File: src/rtl/dx_stage_pkg.sv
// rtl/dx_stage_pkg.sv - shared cpu types: condition codes, flag indices, E control bundle
package dx_stage_pkg;

    typedef enum logic [3:0] {
        COND_EQ = 4'b0000,
        COND_NE = 4'b0001,
        COND_CS = 4'b0010,
        COND_CC = 4'b0011,
        COND_MI = 4'b0100,
        COND_PL = 4'b0101,
        COND_VS = 4'b0110,
        COND_VC = 4'b0111,
        COND_HI = 4'b1000,
        COND_LS = 4'b1001,
        COND_GE = 4'b1010,
        COND_LT = 4'b1011,
        COND_GT = 4'b1100,
        COND_LE = 4'b1101,
        COND_AL = 4'b1110,
        COND_NV = 4'b1111
    } cond_t;

    localparam int FLAG_N = 3;
    localparam int FLAG_Z = 2;
    localparam int FLAG_C = 1;
    localparam int FLAG_V = 0;

    typedef struct packed {
        logic       regWrite;
        logic       memWrite;
        logic       memToReg;
        logic       branch;
        logic       pcSrc;
        logic       aluSrc;
        logic [1:0] flagWrite;
        logic [1:0] aluControl;
        cond_t      cond;
    } e_ctrl_t;

    // A bubble executes unconditionally but does nothing observable.
    localparam e_ctrl_t BUBBLE_CTRL = '{
        regWrite:   1'b0,
        memWrite:   1'b0,
        memToReg:   1'b0,
        branch:     1'b0,
        pcSrc:      1'b0,
        aluSrc:     1'b0,
        flagWrite:  2'b00,
        aluControl: 2'b00,
        cond:       COND_AL
    };

endpackage

File: src/rtl/dx_stage_cond_check.sv
// rtl/dx_stage_cond_check.sv - combinational ARM condition evaluation against NZCV
module cond_check
    import dx_stage_pkg::*;
(
    input  logic [3:0] CondE,
    input  logic [3:0] FlagsE,
    output logic       CondExE
);

    logic n, z, c, v;

    assign n = FlagsE[FLAG_N];
    assign z = FlagsE[FLAG_Z];
    assign c = FlagsE[FLAG_C];
    assign v = FlagsE[FLAG_V];

    always_comb begin
        CondExE = 1'b1;
        case (cond_t'(CondE))
            COND_EQ: CondExE = z;
            COND_NE: CondExE = !z;
            COND_CS: CondExE = c;
            COND_CC: CondExE = !c;
            COND_MI: CondExE = n;
            COND_PL: CondExE = !n;
            COND_VS: CondExE = v;
            COND_VC: CondExE = !v;
            COND_HI: CondExE = c && !z;
            COND_LS: CondExE = !c || z;
            COND_GE: CondExE = (n == v);
            COND_LT: CondExE = (n != v);
            COND_GT: CondExE = !z && (n == v);
            COND_LE: CondExE = z || (n != v);
            default: CondExE = 1'b1;
        endcase
    end

endmodule

File: src/rtl/dx_stage.sv
// rtl/dx_stage.sv - D/E pipeline register, NZCV flags and condition gating
module dx_stage
    import dx_stage_pkg::*;
#(
    parameter int DATA_W = 32,
    parameter int ADDR_W = 6
) (
    input  logic              clk,
    input  logic              reset,
    input  logic              FlushE,
    input  logic [DATA_W-1:0] RD1D,
    input  logic [DATA_W-1:0] RD2D,
    input  logic [DATA_W-1:0] ExtImmD,
    input  logic [ADDR_W-1:0] RA1D,
    input  logic [ADDR_W-1:0] RA2D,
    input  logic [ADDR_W-1:0] WA3D,
    input  logic              RegWriteD,
    input  logic              MemWriteD,
    input  logic              MemToRegD,
    input  logic              BranchD,
    input  logic              PCSrcD,
    input  logic              ALUSrcD,
    input  logic [1:0]        ALUControlD,
    input  logic [1:0]        FlagWriteD,
    input  logic [3:0]        CondD,
    input  logic [3:0]        ALUFlagsE,
    output logic [DATA_W-1:0] RD1E,
    output logic [DATA_W-1:0] RD2E,
    output logic [DATA_W-1:0] ExtImmE,
    output logic [ADDR_W-1:0] RA1E,
    output logic [ADDR_W-1:0] RA2E,
    output logic [ADDR_W-1:0] WA3E,
    output logic [1:0]        ALUControlE,
    output logic              ALUSrcE,
    output logic              MemToRegE,
    output logic              RegWriteE,
    output logic              MemWriteE,
    output logic              PCSrcE,
    output logic              BranchTakenE,
    output logic              CondExE,
    output logic [3:0]        FlagsE
);

    e_ctrl_t ctrlE;

    always_ff @(posedge clk) begin
        if (reset || FlushE) begin
            ctrlE   <= BUBBLE_CTRL;
            RD1E    <= '0;
            RD2E    <= '0;
            ExtImmE <= '0;
            RA1E    <= '0;
            RA2E    <= '0;
            WA3E    <= '0;
        end else begin
            ctrlE <= '{
                regWrite:   RegWriteD,
                memWrite:   MemWriteD,
                memToReg:   MemToRegD,
                branch:     BranchD,
                pcSrc:      PCSrcD,
                aluSrc:     ALUSrcD,
                flagWrite:  FlagWriteD,
                aluControl: ALUControlD,
                cond:       cond_t'(CondD)
            };
            RD1E    <= RD1D;
            RD2E    <= RD2D;
            ExtImmE <= ExtImmD;
            RA1E    <= RA1D;
            RA2E    <= RA2D;
            WA3E    <= WA3D;
        end
    end

    // Flags follow the instruction already in E, so a flush arriving this cycle does not cancel them.
    always_ff @(posedge clk) begin
        if (reset) begin
            FlagsE <= '0;
        end else begin
            if (CondExE && ctrlE.flagWrite[1]) begin
                FlagsE[FLAG_N] <= ALUFlagsE[FLAG_N];
                FlagsE[FLAG_Z] <= ALUFlagsE[FLAG_Z];
            end
            if (CondExE && ctrlE.flagWrite[0]) begin
                FlagsE[FLAG_C] <= ALUFlagsE[FLAG_C];
                FlagsE[FLAG_V] <= ALUFlagsE[FLAG_V];
            end
        end
    end

    cond_check u_cond_check (
        .CondE   (ctrlE.cond),
        .FlagsE  (FlagsE),
        .CondExE (CondExE)
    );

    assign ALUControlE  = ctrlE.aluControl;
    assign ALUSrcE      = ctrlE.aluSrc;
    assign MemToRegE    = ctrlE.memToReg;
    assign RegWriteE    = ctrlE.regWrite && CondExE;
    assign MemWriteE    = ctrlE.memWrite && CondExE;
    assign PCSrcE       = ctrlE.pcSrc && CondExE;
    assign BranchTakenE = ctrlE.branch && CondExE;

endmodule

File: config.mk
export PLATFORM = sky130hd
export DESIGN_NAME = dx_stage
export DESIGN_NICKNAME = d
export VERILOG_FILES = /design/src/rtl/dx_stage_pkg.sv /design/src/rtl/dx_stage_cond_check.sv /design/src/rtl/dx_stage.sv
export SDC_FILE = /design/constraint.sdc
export NUM_CORES = 1
export LEC_CHECK = 0
export ABC_AREA = 1
export CAP_MARGIN = 5
export CORE_MARGIN = 2
export CORE_UTILIZATION = 36
export CTS_CLUSTER_DIAMETER = 80
export DETAILED_ROUTE_END_ITERATION = 8
export GPL_TIMING_DRIVEN = 0
export PLACE_DENSITY_LB_ADDON = 0.12
export SETUP_SLACK_MARGIN = 0.1
export SYNTH_ARGS = -nofsm -noshare
export SYNTH_HDL_FRONTEND = slang
export SYNTH_SLANG_ARGS = --single-unit
File: constraint.sdc
create_clock -name clk -period 1.59 [get_ports clk]
set_input_delay 0.2385 -clock clk [delete_from_list [all_inputs] [get_ports clk]]
set_output_delay 0.2385 -clock clk [all_outputs]
set_load 0.005 [all_outputs]
# After elaboration in Yosys (flattened, before gate mapping)

Index checks and enable logic that the tools add are counted.

Register bits: 132
Input port bits: 135
Word-level logic and storage cells: 49
Output and inout bits: 127

Equal/unequal tests: 15
Reductions and logical operators: 16
Multiplexer cells: 1

Operator list:

| cell               | number |
|---|---|
| $eq 4x4->1 const B | 6 |
| $eq 4x3->1 const B | 4 |
| $pmux 1 s14        | 1 |
| $eq 4x2->1 const B | 2 |
| $logic_and 1x1->1  | 8 |
| $eq 4x1->1 const B | 1 |
| $logic_not 1->1    | 4 |
| $logic_not 4->1    | 1 |
| $logic_or 1x1->1   | 3 |
| $eq 1x1->1         | 1 |
| $ne 1x1->1         | 1 |

# Longest topological paths before layout

Gate-level depths: netlist (run 1).

Depth after elaboration: 4
Gate-level depth with buffers: 11
Mapped depth without buffers: 11

# By module

From an unflattened synthesis (run 1), not the netlist that was laid out.

Cells, all modules: 484
Area total of the unflattened synthesis: 4115.2 um^2

By module, submodules not included:

| module     | sequential area each (um^2) | cells an instance | area an instance (um^2) | times used |
|---|---|---|---|---|
| dx_stage   | 2642.5                      | 434               | 3910.0                  | 1 |
| cond_check | 0.0                         | 50                | 205.2                   | 1 |

# Worst setup path before layout (run 1)

Ideal clock, no wire load.

Kind: register to output
From: reg FlagsE[0]
To: out BranchTakenE
Arrival time: 1041 ps
Stages on the path, launching flop included: 8
Buffers on the path: 0
Slack: 311 ps
Data required time: 1351 ps
Cell sequence: dfxtp_1 -> inv_1 -> nand2_2 -> nand3_4 -> nand2_2 -> nand3_2 -> nor2_4 -> nor2_1

Longest elaborated chain between the ends: 4
Elaborated cells between the ends (all ways): 7
Classes of those cells: eq/ne: 2; mux: 1; reduce/logical: 4

RTL lines:

| item                                                         | RTL line                                             | text |
|---|---|---|
| start, declared                                              | dx_stage.sv:41                                       | `output logic [3:0] FlagsE` |
| start signal, assigned by index                              | dx_stage.sv:82                                       | `FlagsE[FLAG_N] <= ALUFlagsE[FLAG_N];` |
| start signal, assigned by index                              | dx_stage.sv:83                                       | `FlagsE[FLAG_Z] <= ALUFlagsE[FLAG_Z];` |
| start signal, assigned by index                              | dx_stage.sv:86                                       | `FlagsE[FLAG_C] <= ALUFlagsE[FLAG_C];` |
| $ne 1x1->1 / $eq 1x1->1 (equally long branches)              | --                                                   |  |
| $logic_or 1x1->1 / $logic_and 1x1->1 (equally long branches) | dx_stage_cond_check.sv:33, dx_stage_cond_check.sv:32 |  |
| $pmux 1 s14 *                                                | dx_stage_cond_check.sv:19                            | `case (cond_t'(CondE))` |
| $logic_and 1x1->1 *                                          | dx_stage.sv:104                                      | `assign BranchTakenE = ctrlE.branch && CondExE;` |
| end, declared                                                | dx_stage.sv:39                                       | `output logic BranchTakenE,` |

Every way passes the cells marked *; elsewhere a longest branch is shown, timed or not.

# Worst setup path in the final report (run 1)

From: reg ctrlE[3] (netlist bit)
To: out PCSrcE

Longest elaborated chain between the ends: 3
Elaborated cells between the ends (all ways): 16
Classes of those cells: eq/ne: 13; mux: 1; reduce/logical: 2

RTL lines:

| item                               | RTL line                  | text |
|---|---|---|
| start, declared                    | dx_stage.sv:44            | `e_ctrl_t ctrlE;` |
| start signal, assigned             | dx_stage.sv:56            | `ctrlE <= '{` |
| $eq 4x4->1 (tied with other cells) | dx_stage_cond_check.sv:19 |  |
| $pmux 1 s14 *                      | dx_stage_cond_check.sv:19 |  |
| $logic_and 1x1->1 *                | dx_stage.sv:103           | `assign PCSrcE = ctrlE.pcSrc && CondExE;` |
| end, declared                      | dx_stage.sv:38            | `output logic PCSrcE,` |

Marks and branches as above.

==> results by group, run 1 <==
Power and ir drop
  • Leakage power total: 4.583 nW
  • Switching part of the total: 0.2112
  • Sequential power share: 0.427
  • Power Total: 8.166 mW
  • Peak supply drop: 0.8105 mV
  • Power Density: 1067 nW/um2
  • Clk pwr share: 0.464
  • Combinational share of power: 0.109
  • Internal power: 6.441 mW
  • Net switching power: roughly 1.7 mW

GRT
  • Number of global-route vias before repair: 4,093
  • Largest net degree at the start of global routing: 17
  • GRT overflow: 0
  • Gr usage total: 0.2064
  • Initial antenna violation count: 0
  • First-pass GRT wire length: 19,510 um

Yosys
  • Sequential-to-total area share from yosys stat: 0.6447
  • Synth warnings: 0
  • Adder-cell share of the synthesized area: 0
  • Netlist cell types: 17
  • Post-synthesis cell area: a little over 4000 um2
  • Post-synthesis xor/xnor area fraction: 0
  • Synthesized Nets: 627
  • Largest family of logic cells by synthesized area: simple AND/OR/NAND/NOR gates
  • Synth Register Bits: 132
  • Syn avg cell area: 8.331 um2
  • Post-synthesis mux area share: 0
  • Synth Area in Compound Gates: 0.004579
  • Simple-gate share of the synthesized area: 0.1984
  • Post-synthesis cell count: 492

Timing
  • Final-report setup violation count: 5
  • Final setup margin: -0.3130 ns
  • Worst hold slack: 0.3441 ns
  • Final Critical Period: 1.903 ns
  • Skew final: 0.005859 ns
  • Max Freq: 525.5 MHz
  • Max-slew headroom: 0.7068
  • Slew Viols, Final: 0
  • RSZ-0062 raised after global routing: yes
  • Hold Violations, Final: 0
  • Period utilisation layout: 1.197
  • Worst-margin pin slew: 0.4398 ns

Clock tree
  • Clock root buffer master: clkbuf_16
  • Clock sinks: 132
  • # H-tree levels: 4
  • CTS max path bufs: 2
  • Clk slew on worst S/H paths: approximately 0.060 ns
  • CTS buffer count: 17
  • TritonCTS clock tree: yes
  • Clk_lat worst skew: between 0.4 and 0.5 ns

Setup path
  • CP bufs+invs: 3
  • Reg2reg start: ctrlE[3]
  • Worst path top cell family by delay: simple AND/OR/NAND/NOR gates
  • Critical path's most frequent cell: nand3_2
  • Setup crit end kind: primary output
  • Worst Path Required: approximately 1.4 ns
  • Crit Path Category: register to primary output
  • Worst R2R End: FlagsE[1]
  • Setup crit end: PCSrcE
  • Reg2Reg Setup Slack: 0.07 ns
  • Crit-path max FO: 6
  • CP arrival: around 1.7 ns
  • Worst-case reg-to-reg path depth: 13
  • Critical path launch point type: register
  • Slowest stage cell on the critical path: dfxtp_4
  • Worst path cell trace: buf_4 > nand2_1 > nor2_2 > nand3_2 > nand3_2 > nor2_4 > buf_6 > nor2_1 > buf_2
  • Levels on crit path: 9
  • Max incr delay on CP: 0.39 ns
  • CP startpoint: ctrlE[3]

Final layout
  • Most frequent cells in the layout: 155 x clkdlybuf4s50_1, 142 x inv_1, 139 x nor2_1
  • Share of post-route cells with drive strength above 1: 0.1173
  • Diodes inserted: 0
  • Most common cell after layout, fill and taps aside: clkdlybuf4s50_1
  • Final nets: roughly 920
  • Syn-to-layout area delta: 86.72%
  • Final std cells w/o fill: approximately 930

Outcome
  • Status: complete, but fails checks
  • Failing checks: negative setup slack

Route
  • Antenna viol nets, final: 0
  • Vias per cell: 4.006
  • Drt first-iter violations: 126
  • Pre-antenna DRT Iters: 4
  • DR vias: 3,738
  • Residual DRC: 0
  • Total wire length: 12,310 um
  • Mean routed wirelength per cell: 13.19 um

Placement
  • Final RePlAce weighted congestion: 0.7575
  • Port Buffer Count: 261
  • Final HPWL DP: 9365 um
  • Dpl cells: 893
  • Pre-CTS WS: -0.5311 ns

Floorplanning
  • Die Wd: 110.7 um
  • I/O pin count: 262
  • Die area: 12,260 um2
  • Die Y-Extent: approximately 110 um
  • Core Region: 10,980 um2
  • Starting Density: 0.3732
  • Row cnt: 38

Worst hold path
  • Min-Delay Startpoint: RD1D[7]
  • Hold Path Class: input port to register

Run
  • Number of max-cap violations: 0
==> Yosys cell counts (all sizes together) <==
master | n | area (um2)
nand3 | 15 | 107.6
or2 | 3 | 18.77
inv | 147 | 551.8
a21oi | 3 | 18.77
clkbuf | 14 | 52.55
dfxtp | 132 | 2643
buf | 2 | 15.01
nand2 | 26 | 110.1
nor2 | 149 | 576.8
clkinv | 1 | 5.000
==> final cells by class <==
| type | instances | area, um2 |
|---|---|---|
| Clock inverter | 12 | 137.6 |
| Multi-Input combinational cell | 196 | 895.9 |
| Timing Repair Buffer | 269 | 2708 |
| Buffer | 16 | 73.82 |
| Tap cell | 140 | 175.2 |
| Inverter | 148 | 560.5 |
| Clock buffer | 20 | 436.7 |
| Fill cell | 883 | 3329 |
| Sequential cell | 132 | 2666 |
==> layer usage <==
| metal | routed length, um | track usage | vias to the layer above |
|---|---|---|---|
| met5 | 0 | 0 | - |
| met4 | 487 | 0.1183 | 0 |
| met3 | 1166 | 0.09240 | 39 |
| met2 | 6506 | 0.3836 | 162 |
| met1 | 4149 | 0.1824 | 1609 |
| li1 | - | - | 1928 |
==> worst min-delay path, stage by stage <==
cell             delay, ns
clkdlybuf4s50_1       0.40
inv_1                 0.05
nor2_1                0.03
==> worst min-delay path by stage <==
stage	end	slack (ns)	cells past startpoint
2_1_floorplan	ctrlE[1]	0.35	1
3_3_place_gp	FlagsE[1]	0.51	2
3_5_place_dp	FlagsE[1]	0.51	2
4_1_cts	RD1E[4]	0.33	3
5_1_grt	ExtImmE[16]	0.33	3
6_report	RD1E[7]	0.34	3
==> flip-flops by register name, summed over array words and instances, names as in the netlist, 2 cells and up <==
register and count:
ExtImmE 32, RD2E 32, WA3E 6, RA2E 6, RA1E 6, FlagsE 4
ctrlE 10, ALUControlE 2, RD1E 32
==> through the flow <==
| stage | util | area [um2] | setup TNS (ns) |
|---|---|---|---|
| detailed placement | 0.6270 | 6887 | -47.19 |
| finish | 0.6969 | 7654 | -1.378 |
| global placement | 0.6270 | 6887 | -45.92 |
| global route | 0.6969 | 7654 | -2.074 |
| floorplan | - | 4099 | 0 |
| CTS | 0.6784 | 7451 | -1.482 |
==> power groups by stage <==
stage	logic, mW	clock network (mW)	registers [mW]
floorplan	0.228	0	3.57
global placement	0.882	0	3.56
detailed placement	0.894	0	3.56
CTS	0.884	3.85	3.49
global route	0.978	3.99	3.50
finish	0.890	3.79	3.49
==> cell families after synthesis <==
logic type      count (synthesis)
compound gates                  3
buf+inv                       164
flops                         132
simple gates                  193
==> timing repair <==
action,in CTS,in global routing
setup buffers,27,4
hold buffers,0,0
pin swaps,8,14
gates resized for setup,95,75
endpoints found under the setup margin,162,76
No activity file was read; power rests on OpenSTA's default activity.
==> run 2: changes to the inputs <==
--- a/config.mk
+++ b/config.mk
@@ -5,10 +5,9 @@
 export SDC_FILE = /design/constraint.sdc
 export NUM_CORES = 1
 export LEC_CHECK = 0
-export ABC_AREA = 1
 export CAP_MARGIN = 5
 export CORE_MARGIN = 2
-export CORE_UTILIZATION = 36
+export CORE_UTILIZATION = 35
 export CTS_CLUSTER_DIAMETER = 80
 export DETAILED_ROUTE_END_ITERATION = 8
 export GPL_TIMING_DRIVEN = 0
==> run 2 against run 1 <==
  * The flow still finishes with violations (negative setup slack)
  * Via count fell by 17%
  * Final area fell by 5.4%
  * Non-clock buffer count rose by 2
  * Global-route usage fell by 2.6 points
  * Die area fell by 3.1%
  * First-iteration DRC count fell by 62%
  * Clock power rose by 9.2%
  * Clock-buffer cell count rose by 2
  * Core utilization fell by 2.6 points
  * Routed wire length fell by 13%
==> results by group, run 2 <==
Outcome
  • Status: complete, but fails checks
  • Failing checks: negative setup slack

Placement
  • Post-DP Area: 6649 um2
  • Final RePlAce weighted congestion: ~0.74
  • Final HPWL DP: about 8300 um
  • Port Buffer Count: about 260

Timing
  • Skew final: about 0.004 ns
  • Max-slew headroom: 0.7406
  • Max Freq: ~430 MHz
  • Final setup margin: -0.7358 ns
  • Hold Violations, Final: 0
  • Final Critical Period: 2.326 ns
  • Final-report setup violation count: 10
  • Period utilisation layout: 1.463
  • Slew Viols, Final: 0
  • RSZ-0062 raised after global routing: yes
  • Worst-margin pin slew: approximately 0.39 ns

Setup path
  • Crit Path Category: register to primary output
  • Worst Path Required: around 1.4 ns
  • Crit-path max FO: 5
  • CP arrival: 2.09 ns
  • CP startpoint: ctrlE[0]
  • Reg2reg start: ctrlE[0]
  • Setup crit end kind: primary output
  • Critical path launch point type: register

Clock tree
  • CTS buffer count: 17
  • Clock sinks: 132
  • CTS max path bufs: 2
  • Clk slew on worst S/H paths: roughly 0.06 ns
  • Clk_lat worst skew: a little over 0.5 ns
  • Hold buffers post-CTS: 0
  • TritonCTS clock tree: yes
  • # H-tree levels: 4
  • Clock root buffer master: clkbuf_8

Final layout
  • Finished Cell Area: about 7200 um2
  • Most common cell after layout, fill and taps aside: clkdlybuf4s50_1
  • Top flop regs: ExtImmE: 32 flops, RD1E: 32 flops, RD2E: 32 flops
  • Syn-to-layout area delta: 87.71%
  • Diodes inserted: 0
  • Post-layout util: 0.6709
  • Most frequent cells in the layout: 135 x clkdlybuf4s50_1, 126 x dfxtp_1, 125 x and2_1
  • Share of post-route cells with drive strength above 1: 0.1120
  • Final nets: 739

Floorplanning
  • I/O pin count: 262
  • Die Wd: 109.0 um
  • Starting Density: 0.3574
  • Die Y-Extent: 109.0 um
  • Row cnt: 38
  • Core Region: 10,790 um2
  • Die area: approximately 12,000 um2

Yosys
  • Synthesized Nets: 449
  • Ys async rst share: 0
  • Ys flop type: dfxtp_1
  • Synth warnings: 0
  • Yosys top cell area share: 0.6850
  • Largest cells by area after synthesis: dfxtp_1 69%, and2_1 20%, mux2i_1 1.8%
  • Most numerous cell in the Yosys netlist: dfxtp_1
  • Post-synthesis cell area: 3857 um2
  • EDFF count, synth: 0
  • Synth Register Bits: about 130
  • Post-synthesis cell count: 314
  • Largest area contributor in the netlist: dfxtp_1
  • Sequential-to-total area share from yosys stat: 0.6850
  • Netlist cell types: 24
  • Commonest cells in the netlist: 132 x dfxtp_1, 125 x and2_1, 14 x clkbuf_1
  • Syn avg cell area: roughly 12 um2

Route
  • Residual DRC: 0
  • DR vias: about 3.1k
  • Drt first-iter violations: 48
  • Vias per cell: 4.128
  • Antenna viol nets, final: 0
  • Pre-antenna DRT Iters: 4
  • Mean routed wirelength per cell: 14.22 um
  • Total wire length: between 10,000 and 15,000 um

GRT
  • GRT overflow: 0
  • Gr usage total: 0.1799
  • Initial antenna violation count: 0
  • Largest net degree at the start of global routing: 17
  • Number of global-route vias before repair: 3,177
  • First-pass GRT wire length: 15,460 um

Worst hold path
  • Hold Path Class: input port to register
  • Min-Delay Startpoint: CondD[1]

Power and ir drop
  • Peak supply drop: 0.6123 mV
  • Leakage power total: 3.447 nW
  • Power Density: around 1200 nW/um2

Run
  • Number of max-cap violations: 0
[run 2: logic make-up after synthesis]
family / share of synthesized area
flip-flops: 0.6850
AND/OR/NAND/NOR: 0.2478
XOR/XNOR: 0.01038
buffers and inverters: 0.01849
multiplexers: 0.02173
AO/OA/AOI/OAI: 0.01654
[run 2: what timing repair did]
action | CTS | global route
buffers inserted | 6 | 4
endpoints found under the setup margin | 181 | 10
pin swaps | 2 | 4
gates resized for setup | 155 | 5
endpoints found under the hold margin | 0 | 0
[run 2: routing by layer]
| metal | global-route usage | part of all wire | vias to the layer above |
|---|---|---|---|
| met5 | 0 | 0 | - |
| met4 | 0.1035 | 0.031 | 0 |
| met3 | 0.1106 | 0.12 | 24 |
| met2 | 0.3154 | 0.52 | 154 |
| met1 | 0.1554 | 0.33 | 1392 |
| li1 | - | - | 1551 |
[run 2: critical path, stage by stage, from the launching register on]
cell      delay, ns
dfxtp_4        0.35
xnor3_1        0.41
o211ai_2       0.17
o311a_4        0.22
and2_4         0.17
buf_6          0.10
nor2b_4        0.03
buf_2          0.11
[run 2: final cells by class]
class,instances,area [um2]
clock inverter,9,176.4
tap,140,175.2
sequential,132,2658
fill,884,3552
buffer,16,68.82
multi-input combinational,165,1179
inverter,1,3.754
clock buffer,22,452.9
timing repair buffer,271,2527
[run 2: power breakdown]
group / total (mW) / internal (mW) / switching, mW / leakage (nW)
sequential: 3.48 / 3.44 / 0.0357 / 1.09
combinational: 0.743 / 0.527 / 0.216 / 2.05
clock: 4.14 / 2.78 / 1.36 / 0.305
[run 2: stage by stage]
stage               hold slack [ns]  power [mW]  setup slack (ns)  TNS (ns)  instances
finish                       0.2767       8.359           -0.7358    -4.126        756
global route                 0.2538       8.674           -0.8222    -4.868        756
CTS                          0.2541       8.434           -0.7999    -3.843        752
detailed placement           0.5848       4.357           -0.7643    -61.21        715
global placement             0.5751       4.344           -0.7111    -56.99        715
floorplan                    0.3373       3.735           0.04909         0        314
[run 2: worst paths after layout]
check	end	slack, ns	depth (start not counted)
worst min-delay path	ctrlE[1]	0.28	2
worst min register to register	FlagsE[2]	0.58	2
worst max register to register	FlagsE[1]	-0.20	8
worst max-delay path	BranchTakenE	-0.74	7
